## src/rtl/mul2_seq_ctrl.sv

```systemverilog
// Sequential WIDTH x WIDTH unsigned multiplier built on one external 2x2 multiplier (MULTI2).
// Optional macro ZERO_SKIP_EN: a zero operand goes straight to DONE and skips the RUN phase.
module mul2_seq_ctrl #(
    parameter int WIDTH = 4
) (
    input  logic                 clk,
    input  logic                 rst_n,
    input  logic                 start,
    input  logic [WIDTH-1:0]     a,
    input  logic [WIDTH-1:0]     b,
    output logic [1:0]           mul_a,
    output logic [1:0]           mul_b,
    input  logic [3:0]           mul_s,
    output logic                 busy,
    output logic                 done,
    output logic [2*WIDTH-1:0]   product
);
    localparam int N  = WIDTH / 2;
    localparam int IW = (N > 1) ? $clog2(N) : 1;
    localparam int PW = 2 * WIDTH;

    typedef enum logic [1:0] {IDLE, RUN, DONE} state_t;

    state_t          state_q, state_d;
    logic [IW-1:0]   i_q, j_q;
    logic [WIDTH-1:0] a_q, b_q;
    logic [PW-1:0]   prod_q;
    logic            last_pair;
    logic            j_wrap;
    logic [IW:0]     dig_sum;
    logic [PW-1:0]   pp;

    assign j_wrap    = (j_q == IW'(N - 1));
    assign last_pair = (i_q == IW'(N - 1)) && j_wrap;
    // Partial product weight is 4^(i+j), i.e. a shift of 2*(i+j) bits.
    assign dig_sum   = {1'b0, i_q} + {1'b0, j_q};
    assign pp        = PW'(mul_s) << {dig_sum, 1'b0};

    always_ff @(posedge clk or negedge rst_n) begin
        if (!rst_n) state_q <= IDLE;
        else        state_q <= state_d;
    end

    always_comb begin
        state_d = state_q;
        case (state_q)
            IDLE: if (start) begin
`ifdef ZERO_SKIP_EN
                state_d = ((a == '0) || (b == '0)) ? DONE : RUN;
`else
                state_d = RUN;
`endif
            end
            RUN:  if (last_pair) state_d = DONE;
            DONE: state_d = IDLE;
            default: state_d = IDLE;
        endcase
    end

    always_comb begin
        busy  = (state_q != IDLE);
        done  = (state_q == DONE);
        mul_a = 2'b00;
        mul_b = 2'b00;
        if (state_q == RUN) begin
            mul_a = a_q[{i_q, 1'b0} +: 2];
            mul_b = b_q[{j_q, 1'b0} +: 2];
        end
    end

    always_ff @(posedge clk or negedge rst_n) begin
        if (!rst_n) begin
            a_q    <= '0;
            b_q    <= '0;
            i_q    <= '0;
            j_q    <= '0;
            prod_q <= '0;
        end else if (state_q == IDLE && start) begin
            a_q    <= a;
            b_q    <= b;
            i_q    <= '0;
            j_q    <= '0;
            prod_q <= '0;
        end else if (state_q == RUN) begin
            prod_q <= prod_q + pp;
            if (last_pair) begin
                i_q <= '0;
                j_q <= '0;
            end else if (j_wrap) begin
                j_q <= '0;
                i_q <= i_q + 1'b1;
            end else begin
                j_q <= j_q + 1'b1;
            end
        end
    end

    assign product = prod_q;

endmodule
```

## config.mk

```make
export PLATFORM = sky130hd
export DESIGN_NAME = mul2_seq_ctrl
export DESIGN_NICKNAME = d
export VERILOG_FILES = /design/src/rtl/mul2_seq_ctrl.sv
export SDC_FILE = /design/constraint.sdc
export NUM_CORES = 1
export LEC_CHECK = 0
export CORE_UTILIZATION = 43
export DETAILED_ROUTE_END_ITERATION = 6
export PLACE_DENSITY = 0.7
export SLEW_MARGIN = 5
export SYNTH_ARGS = -nofsm -noshare
export SYNTH_HDL_FRONTEND = slang
export SYNTH_SLANG_ARGS = --single-unit
```

## constraint.sdc

```tcl
create_clock -name clk -period 5.8 [get_ports clk]
set_clock_uncertainty 0.05 [all_clocks]
set_input_delay 1.16 -clock clk [delete_from_list [all_inputs] [get_ports clk]]
set_output_delay 1.16 -clock clk [all_outputs]
set_load 0.05 [all_outputs]
```

==> summary.md, run 1 <==
| Metric | Value |
|---|---|
| Crit path launch type | `register` |
| FFs w/ async S/R, synth | `1.00` |
| Count leader, synth | `nand2_1` |
| Synthesis Warnings | `0` |
| Diodes inserted | `0` |
| Synth Flop Type | `dfrtp_1` |
| Die X | `between 50 and 60 um` |
| CTS root buf | `clkbuf_4` |
| Critical path peak fanout | `23` |
| Post-route ant nets | `0` |
| Main area contributors after synthesis | `dfrtp_1, nand2_1, ha_1, mux2i_1, nor2_1` |
| Max Clock Freq | `roughly 300 MHz` |
| Synth area leader | `dfrtp_1` |
| Sequential-to-total area share from yosys stat | `0.402` |
| Distinct cells, synth | `33` |
| CP peak stage delay | `roughly 820 ps` |
| Min-Delay Path Class | `register to register` |
| Clock-pin slew on the worst setup and hold paths | `120 ps` |
| Chip Height | `55.8 um` |
| Final nets | `189` |
| RSZ-0062 raised after global routing | `false` |
| DP HPWL | `between 2000 and 2500 um` |
| Netlist Area Pre-Place | `~0.0012 mm^2` |
| RR Startpoint | `j_q` |
| Largest delay share family, worst path | `buffers and inverters` |
| Layout cells sized above 1 | `0.0610` |
| Sum of routed wire length over all layers | `~2700 um` |
| # hold bufs at CTS | `0` |
| CP endpoint kind | `output pin` |
| Post-CTS setup buffers | `0` |
| Crit path from | `state_q[1]` |
| Layout filler cell count | `268` |
| FP Rows | `19` |
| Crit path buffers/inverters | `1` |
| # IOs | `29` |
| Reg2Reg Depth | `9` |
| Worst endpoint data arrival time | `between 2000 and 2500 ps` |
| R2r setup slk | `around 3100 ps` |
| # H-tree levels | `1` |
| P&R area growth vs syn | `26.9%` |
| Total congestion overflow | `0` |
| CTS tree | `done` |
| CTS buffer count | `3` |
| Critical path class | `register to output pin` |
| First-pass GRT wire length | `4810 um` |
| Critical-path cell list | `nand2b_2, nor2_1, clkdlybuf4s50_1` |
| Slew headroom | `0.405` |
| Global placement routability congestion | `~0.82` |
| Critical path depth in cells | `3` |
| Post-Synthesis Cells | `between 100 and 150` |
| Minimum clock period | `3320 ps` |
| Die Area | `roughly 0.0031 mm^2` |
| Sink Count | `20` |
| WL/cell | `about 14 um` |
| CP max-delay cell | `clkdlybuf4s50_1` |
| Setup_tns | `0 ps` |
| Largest net degree at the start of global routing | `24` |
| Hold Vio Cnt, Final | `0` |
| CTS max path bufs | `2` |
| Input/output buffers | `28` |
| Iter 0 DRT Violations | `16` |
| Initial antenna violation count | `0` |
| Top cells by count, synth | `nand2_1, dfrtp_1, nor2_1` |
| Fin util | `0.573` |
| Count of final setup violators | `0` |
| Worst Setup EP | `mul_a[0]` |
| 1st-pass router iterations | `4` |
| Synth top area share | `0.402` |
| Mean Syn Cell Area | `9.09 um^2` |
| DRC | `0` |
| MaxCap Viol Count | `0` |
| Core Area | `0.00276 mm^2` |
| Reg-to-reg endpoint | `product[7]` |
| Avg Vias per Cell | `between 5 and 6` |
| Clock Latency Late Sink | `roughly 300 ps` |
| Post_cts resized | `0` |
| GRT Util Overall | `0.193` |
| Syn nets | `approximately 160` |
| Initial core utilization | `0.451` |
| Data required, critical path | `4590 ps` |
| Yosys reg bits | `20` |
| Vias in the first global route | `between 1000 and 1500` |
| Max Slew Vio Count | `0` |
| Status | `finished clean` |
| Slew @ Worst Pin | `approximately 890 ps` |
| Number of synthesized flops with an enable pin | `0` |
| Via count | `1074` |
| Final period utilization | `0.573` |
[flip-flops by register name, indices dropped and copies added, names as in the netlist]
name	cells
product	8
a_q	4
b_q	4
state_q	2
i_q	1
j_q	1
[per-layer routing]
| metal | part of all wire | up-vias | GRT usage |
|---|---|---|---|
| met5 | 0 | - | 0 |
| li1 | - | 532 | - |
| met3 | 0.035 | 2 | 0.0349 |
| met4 | 0.0064 | 0 | 0.0571 |
| met1 | 0.46 | 519 | 0.233 |
| met2 | 0.49 | 21 | 0.348 |
[worst register-to-register path, stage by stage (launching register included)]
cell and delay (ps):
dfrtp_1 480, ha_1 450, mux2i_1 260, nor2_1 80, ha_1 350, o21ai_0 230, nor2_1 100, a221oi_2 240
mux2i_1 250, mux2i_1 190
[layout by cell type (no fill, tap or decap), drive strengths merged, types with 3 or more instances in the layout]
cell type,instances
a21o,3
nor2b,5
ha,8
clkbuf,4
mux2i,8
nand2,32
clkdlybuf4s50,28
o21ai,8
nand3,4
nor2,11
and2,3
nor3b,3
dfrtp,20
a21oi,5
[worst min path at each step]
stage | end | cells after the start | startpoint
floorplan | a_q[0] | 2 | a_q[0]
global placement | b_q[2] | 2 | b_q[2]
detailed placement | b_q[1] | 2 | b_q[1]
CTS | b_q[1] | 2 | b_q[1]
global route | a_q[0] | 2 | a_q[0]
finish | a_q[2] | 2 | a_q[2]
[cells by family after synthesis]
logic type / synth area share
compound gates: 0.141
xor+xnor: 0.0211
fa+ha+maj: 0.0965
buf+inv: 0.0191
flops: 0.402
mux: 0.0643
simple gates: 0.256
[through the flow]
stage	instances	hold slack, ps	worst slack, ps	cell area, um^2
floorplan	137	395	2960	1240
global placement	191	407	2380	1540
detailed placement	191	420	2330	1540
CTS	195	448	2470	1580
global route	195	472	2360	1580
finish	195	442	2480	1580
[layout make-up]
type | instances | area, um^2 | share of cell area
Timing Repair Buffer | 28 | 280 | 0.177
Sequential cell | 20 | 500 | 0.317
Inverter | 1 | 3.75 | 0.00238
Multi-Input combinational cell | 111 | 721 | 0.456
Tap cell | 31 | 38.8 | 0.0245
Clock buffer | 4 | 36.3 | 0.0230
Power of run 1 is not shown: default switching activity piles up to over one toggle a cycle in this logic, so the estimate is an artifact.
==> run 2: changes to the inputs <==
--- a/config.mk
+++ b/config.mk
@@ -7,7 +7,7 @@
 export LEC_CHECK = 0
 export CORE_UTILIZATION = 43
 export DETAILED_ROUTE_END_ITERATION = 6
-export PLACE_DENSITY = 0.7
+export PLACE_DENSITY = 0.73
 export SLEW_MARGIN = 5
 export SYNTH_ARGS = -nofsm -noshare
 export SYNTH_HDL_FRONTEND = slang
==> constraint.sdc (replaced) <==
create_clock -name clk -period 2.65 [get_ports clk]
set_clock_uncertainty 0.05 [all_clocks]
set_input_delay 0.53 -clock clk [delete_from_list [all_inputs] [get_ports clk]]
set_output_delay 0.53 -clock clk [all_outputs]
set_load 0.05 [all_outputs]
==> summary.md, run 2 (synthesized netlist as in run 1, its figures left out) <==
| Metric | Value |
|---|---|
| Status | `finished clean` |
| Avg Vias per Cell | `5.32 (-3.4%)` |
| Reg2Reg Depth | `9 (unchanged)` |
| Die Area | `0.00311 mm^2 (unchanged)` |
| Final period utilization | `0.952` |
| Max reg flops | `8 (unchanged)` |
| CP endpoint kind | `output pin` |
| Critical path peak fanout | `6 (-74%)` |
| Slew @ Worst Pin | `503 ps (-387 ps)` |
| Reg-to-reg endpoint | `product[7]` |
| Worst endpoint data arrival time | `1940 ps (-170 ps)` |
| Minimum clock period | `roughly 2500 ps` |
| WHS | `441 ps (-0.705 ps)` |
| Via count | `1112 (+3.5%)` |
| Iter 0 DRT Violations | `22 (+6)` |
| P&R area growth vs syn | `36.5%` |
| Placed cell area | `0.00165 mm^2 (+6.6%)` |
| Hold Path End | `b_q[2]` |
| CTS tree | `done` |
| RR Startpoint | `j_q` |
| Layout cells sized above 1 | `0.152 (+0.0907)` |
| Data required, critical path | `2070 ps (-2520 ps)` |
| Sink Count | `20 (unchanged)` |
| P_leak | `around 0.80 nW` |
| Max Slew Vio Count | `0 (unchanged)` |
| Vias in the first global route | `1111 (-1.6%)` |
| Initial core utilization | `0.451 (unchanged)` |
| RSZ-0062 raised after global routing | `false` |
| Post-route ant nets | `0 (unchanged)` |
| Die X | `55.8 um (unchanged)` |
| 1st-pass router iterations | `4 (unchanged)` |
| GRT Util Overall | `0.204 (+0.0115)` |
| Maximum vdd drop | `0.908 mV` |
| Total congestion overflow | `0 (unchanged)` |
| Input/output buffers | `28 (unchanged)` |
| # H-tree levels | `1 (unchanged)` |
| WL/cell | `13.6 um (-0.15%)` |
| MaxCap Viol Count | `0 (unchanged)` |
| Min-Delay Path Class | `register to register` |
| Chip Height | `55.8 um (unchanged)` |
| DP HPWL | `2120 um (+5.3%)` |
| Global placement routability congestion | `0.873 (+6.9%)` |
| Most common cell after layout, fill and taps aside | `nand2_1` |
| Crit path launch type | `register` |
| FP Rows | `19 (unchanged)` |
| # hold bufs at CTS | `0 (unchanged)` |
| Count of final setup violators | `0 (unchanged)` |
| Hold wc startpoint | `b_q[2]` |
| Critical path class | `register to output pin` |
| R2r setup slk | `170 ps (-2890 ps)` |
| Layout Cell Area excl Fill | `0.00170 mm^2 (+7.5%)` |
| Hold Vio Cnt, Final | `0 (unchanged)` |
| CTS root buf | `clkbuf_4` |
| Largest net degree at the start of global routing | `21 (-13%)` |
| Most frequent cells in the layout | `nand2_1, clkdlybuf4s50_1, dfrtp_1, buf_4, nor2_1` |
| CTS buffer count | `3 (unchanged)` |
| Slew headroom | `0.663 (+0.259)` |
| Diodes inserted | `0 (unchanged)` |
| Max Clock Freq | `396 MHz` |
| Clock Latency Late Sink | `310 ps (about the same)` |
| Post-CTS setup buffers | `0 (unchanged)` |
| Final nets | `203 (+7.4%)` |
| Sum of routed wire length over all layers | `2850 um (+7.0%)` |
| Pwr/cell area | `~1500 mW/mm^2` |
| First-pass GRT wire length | `4970 um (+3.4%)` |
| DRC | `0 (unchanged)` |
| Core Area | `0.00276 mm^2 (unchanged)` |
| Clock-pin slew on the worst setup and hold paths | `120 ps (about the same)` |
| # IOs | `29 (unchanged)` |
| Worst Hold Depth | `2 (unchanged)` |
| CTS max path bufs | `2 (unchanged)` |
| Initial antenna violation count | `0 (unchanged)` |
## run 2: cell count changes in the layout (fill, tap and decap cells not counted), sizes merged
cell / change
buf: +15
clkdlybuf4s50: -1
## run 2: area by class of cell
cell class / instances / area, um^2
repair buffers: 42 / 383
clock buffers: 4 / 36.3
flip-flops and latches: 20 / 500
well taps: 31 / 38.8
inverters: 1 / 3.75
multi-input cells: 111 / 737
fillers: 252 / 1060
## run 2: worst max-delay path, cell delays in order, from the launching register on
cell and delay, ps:
dfrtp_1 430, buf_4 180, mux2i_1 110, nor2_1 100, clkdlybuf4s50_1 810
## run 2: timing repair
action / in CTS / in global routing
setup endpoints to repair: 1 / 2
pin swaps: 0 / 0
cloned: 0 / 0
resized for setup: 1 / 3
## run 2: worst max path at each step
| stage | from | to | depth (start not counted) |
|---|---|---|---|
| after detailed placement | mul_s[0] | product[7] | 9 |
| final | j_q | mul_b[0] | 4 |
| after CTS | j_q | product[7] | 9 |
| after global placement | mul_s[0] | product[6] | 9 |
| after floorplan | j_q | product[7] | 9 |
| after global routing | j_q | product[7] | 9 |
## run 2: per-layer routing
layer  vias up  track usage  share of wire
met2        26        0.339           0.47
met1       514        0.259           0.48
met3         6       0.0349          0.040
li1        566            -              -
met4         0       0.0964          0.015
met5         -            0              0
## run 2: through the flow
| stage | TNS (ps) | instances | setup WS (ps) | util | total power [mW] |
|---|---|---|---|---|---|
| 2_1_floorplan | 0 | 137 | 121 | - | 1.79 |
| 3_3_place_gp | -84.6 | 205 | -50.6 | 0.597 | 2.29 |
| 3_5_place_dp | -193 | 205 | -110 | 0.597 | 2.35 |
| 4_1_cts | 0 | 209 | 12.3 | 0.611 | 2.54 |
| 5_1_grt | 0 | 209 | 18.6 | 0.616 | 2.77 |
| 6_report | 0 | 209 | 127 | 0.616 | 2.56 |
## run 2: report_power, final
group | internal [mW] | switching, mW | leakage (nW)
registers | 0.455 | 0.113 | 0.248
logic | 0.777 | 1.03 | 0.532
clock network | 0.0841 | 0.101 | 0.0210
total | 1.32 | 1.25 | 0.802
Note: power is estimated with default switching activity, not from simulation.
==> run 3: changes to the inputs <==
--- a/config.mk
+++ b/config.mk
@@ -5,9 +5,11 @@
 export SDC_FILE = /design/constraint.sdc
 export NUM_CORES = 1
 export LEC_CHECK = 0
-export CORE_UTILIZATION = 43
+export ABC_CLOCK_PERIOD_IN_PS = 2650
+export CORE_UTILIZATION = 44
 export DETAILED_ROUTE_END_ITERATION = 6
-export PLACE_DENSITY = 0.73
+export PLACE_DENSITY = 0.75
+export REMOVE_ABC_BUFFERS = 1
 export SLEW_MARGIN = 5
 export SYNTH_ARGS = -nofsm -noshare
 export SYNTH_HDL_FRONTEND = slang
==> summary.md, run 3 (synthesized netlist as in run 1, its figures left out) <==
| Metric | Value |
|---|---|
| Layout filler cell count | `230 (-8.7%)` |
| Layout Cell Area excl Fill | `0.00169 mm^2 (-0.52%)` |
| CP endpoint kind | `output pin` |
| Die X | `55.2 um (-1.1%)` |
| Slew headroom | `0.667 (+0.00398)` |
| Sum of routed wire length over all layers | `2910 um (+2.0%)` |
| RSZ-0062 raised after global routing | `false` |
| Chip Height | `55.2 um (-1.1%)` |
| Final nets | `203 (unchanged)` |
| WL/cell | `14.0 um (+3.0%)` |
| Critical-path cell list | `buf_4, mux2i_1, nor2_1, clkdlybuf4s50_1` |
| P&R area growth vs syn | `35.8%` |
| Initial antenna violation count | `0 (unchanged)` |
| Via count | `1100 (-1.1%)` |
| # IOs | `29 (unchanged)` |
| CTS buffer count | `3 (unchanged)` |
| DP HPWL | `2200 um (+3.7%)` |
| Max reg flops | `8 (unchanged)` |
| Core Area | `0.00257 mm^2 (-6.9%)` |
| Multi-input combinational cell area | `741 um^2 (+0.51%)` |
| Placed cell area | `0.00165 mm^2 (about the same)` |
| Iter 0 DRT Violations | `19 (-14%)` |
| Status | `finished clean` |
| Reg area | `500 um^2 (unchanged)` |
| Largest net degree at the start of global routing | `21 (unchanged)` |
| DRC | `0 (unchanged)` |
| Die Area | `0.00305 mm^2 (-2.2%)` |
| Max Slew Vio Count | `0 (unchanged)` |
| CP max-delay cell | `clkdlybuf4s50_1` |
| Critical path peak fanout | `6 (unchanged)` |
| Avg Vias per Cell | `5.31 (-0.12%)` |
| Diodes inserted | `0 (unchanged)` |
| Fin util | `0.658 (+0.0422)` |
| # H-tree levels | `1 (unchanged)` |
| Hold Vio Cnt, Final | `0 (unchanged)` |
| Total congestion overflow | `0 (unchanged)` |
| GRT Util Overall | `0.221 (+0.0169)` |
| CP peak stage delay | `810 ps (about the same)` |
| Data required, critical path | `2070 ps (about the same)` |
| Initial core utilization | `0.485 (+0.0334)` |
| Layout cells sized above 1 | `0.147 (-0.00479)` |
| Critical path class | `register to output pin` |
| Max Clock Freq | `402 MHz (+1.5%)` |
| CTS max path bufs | `2 (unchanged)` |
| Clock-pin slew on the worst setup and hold paths | `110 ps (about the same)` |
| FP Rows | `18 (-1)` |
| WHS | `435 ps (-6.65 ps)` |
| Crit path launch type | `register` |
| Clock Latency Late Sink | `290 ps (-20 ps)` |
| 1st-pass router iterations | `4 (unchanged)` |
| Global placement routability congestion | `0.837 (-4.1%)` |
| Most common cell after layout, fill and taps aside | `nand2_1` |
| MaxCap Viol Count | `0 (unchanged)` |
| CTS root buf | `clkbuf_4` |
| Input/output buffers | `28 (unchanged)` |
| Min-Delay Path Class | `register to register` |
| Slew @ Worst Pin | `497 ps (-5.95 ps)` |
| Count of final setup violators | `0 (unchanged)` |
| Vias in the first global route | `1091 (-1.8%)` |
| Worst endpoint data arrival time | `1910 ps (-30 ps)` |
| CTS tree | `done` |
| Minimum clock period | `2490 ps (-36.4 ps)` |
| Final period utilization | `0.939 (-0.0137)` |
| Sink Count | `20 (unchanged)` |
| Setup_tns | `0 ps (unchanged)` |
| Most frequent cells in the layout | `nand2_1, clkdlybuf4s50_1, dfrtp_1, buf_4, nor2_1` |
| Post-route ant nets | `0 (unchanged)` |
| First-pass GRT wire length | `4690 um (-5.8%)` |
-- run 3: cell types whose count changed in the layout (fill, tap and decap cells not counted), sizes merged --
cell           change
buf                -1
clkbuf             -1
clkdlybuf4s50      +1
-- run 3: final timing paths --
path                            cells past startpoint  startpoint    endpoint  slack (ps)
worst max-delay path                                4         j_q    mul_b[1]         160
max in group asynchronous                           2       rst_n  state_q[0]        1810
worst max register to register                     10         i_q  product[6]         200
worst min register to register                      1  product[7]  product[7]         430
min in group asynchronous                           2       rst_n  product[6]         510
worst min-delay path                                1  product[7]  product[7]         430
-- run 3: what timing repair did --
item | 4_1_cts | 5_1_grt
gates resized for setup | 0 | 5
buffers inserted | 0 | 0
hold buffers | 0 | 0
endpoints found under the setup margin | 0 | 1
-- run 3: worst max-delay path, delay by kind of cell (launching register included) --
kind | cells | cell delay [ps]
buffers and inverters | 2 | 980
flip-flops | 1 | 430
multiplexers | 1 | 110
AND/OR/NAND/NOR | 1 | 90
-- run 3: area by class of cell --
cell class | count | share of cell area
multi-input cells | 111 | 0.438
inverters | 1 | 0.00222
repair buffers | 42 | 0.228
flip-flops and latches | 20 | 0.296
well taps | 30 | 0.0222
clock buffers | 3 | 0.0133
-- run 3: through the flow --
stage | cells | worst slack, ps
floorplan | 132 | 129
global placement | 204 | -47.8
detailed placement | 204 | -98.9
CTS | 207 | 26.2
global route | 207 | 28.9
finish | 207 | 163
-- run 3: routing by layer --
| layer | GRT usage | wire (um) |
|---|---|---|
| met1 | 0.265 | 1250 |
| met2 | 0.406 | 1530 |
| met3 | 0.0355 | 117 |
| met4 | 0.0583 | 13 |
| met5 | 0 | 0 |
Power of run 3 is left out for the same reason.
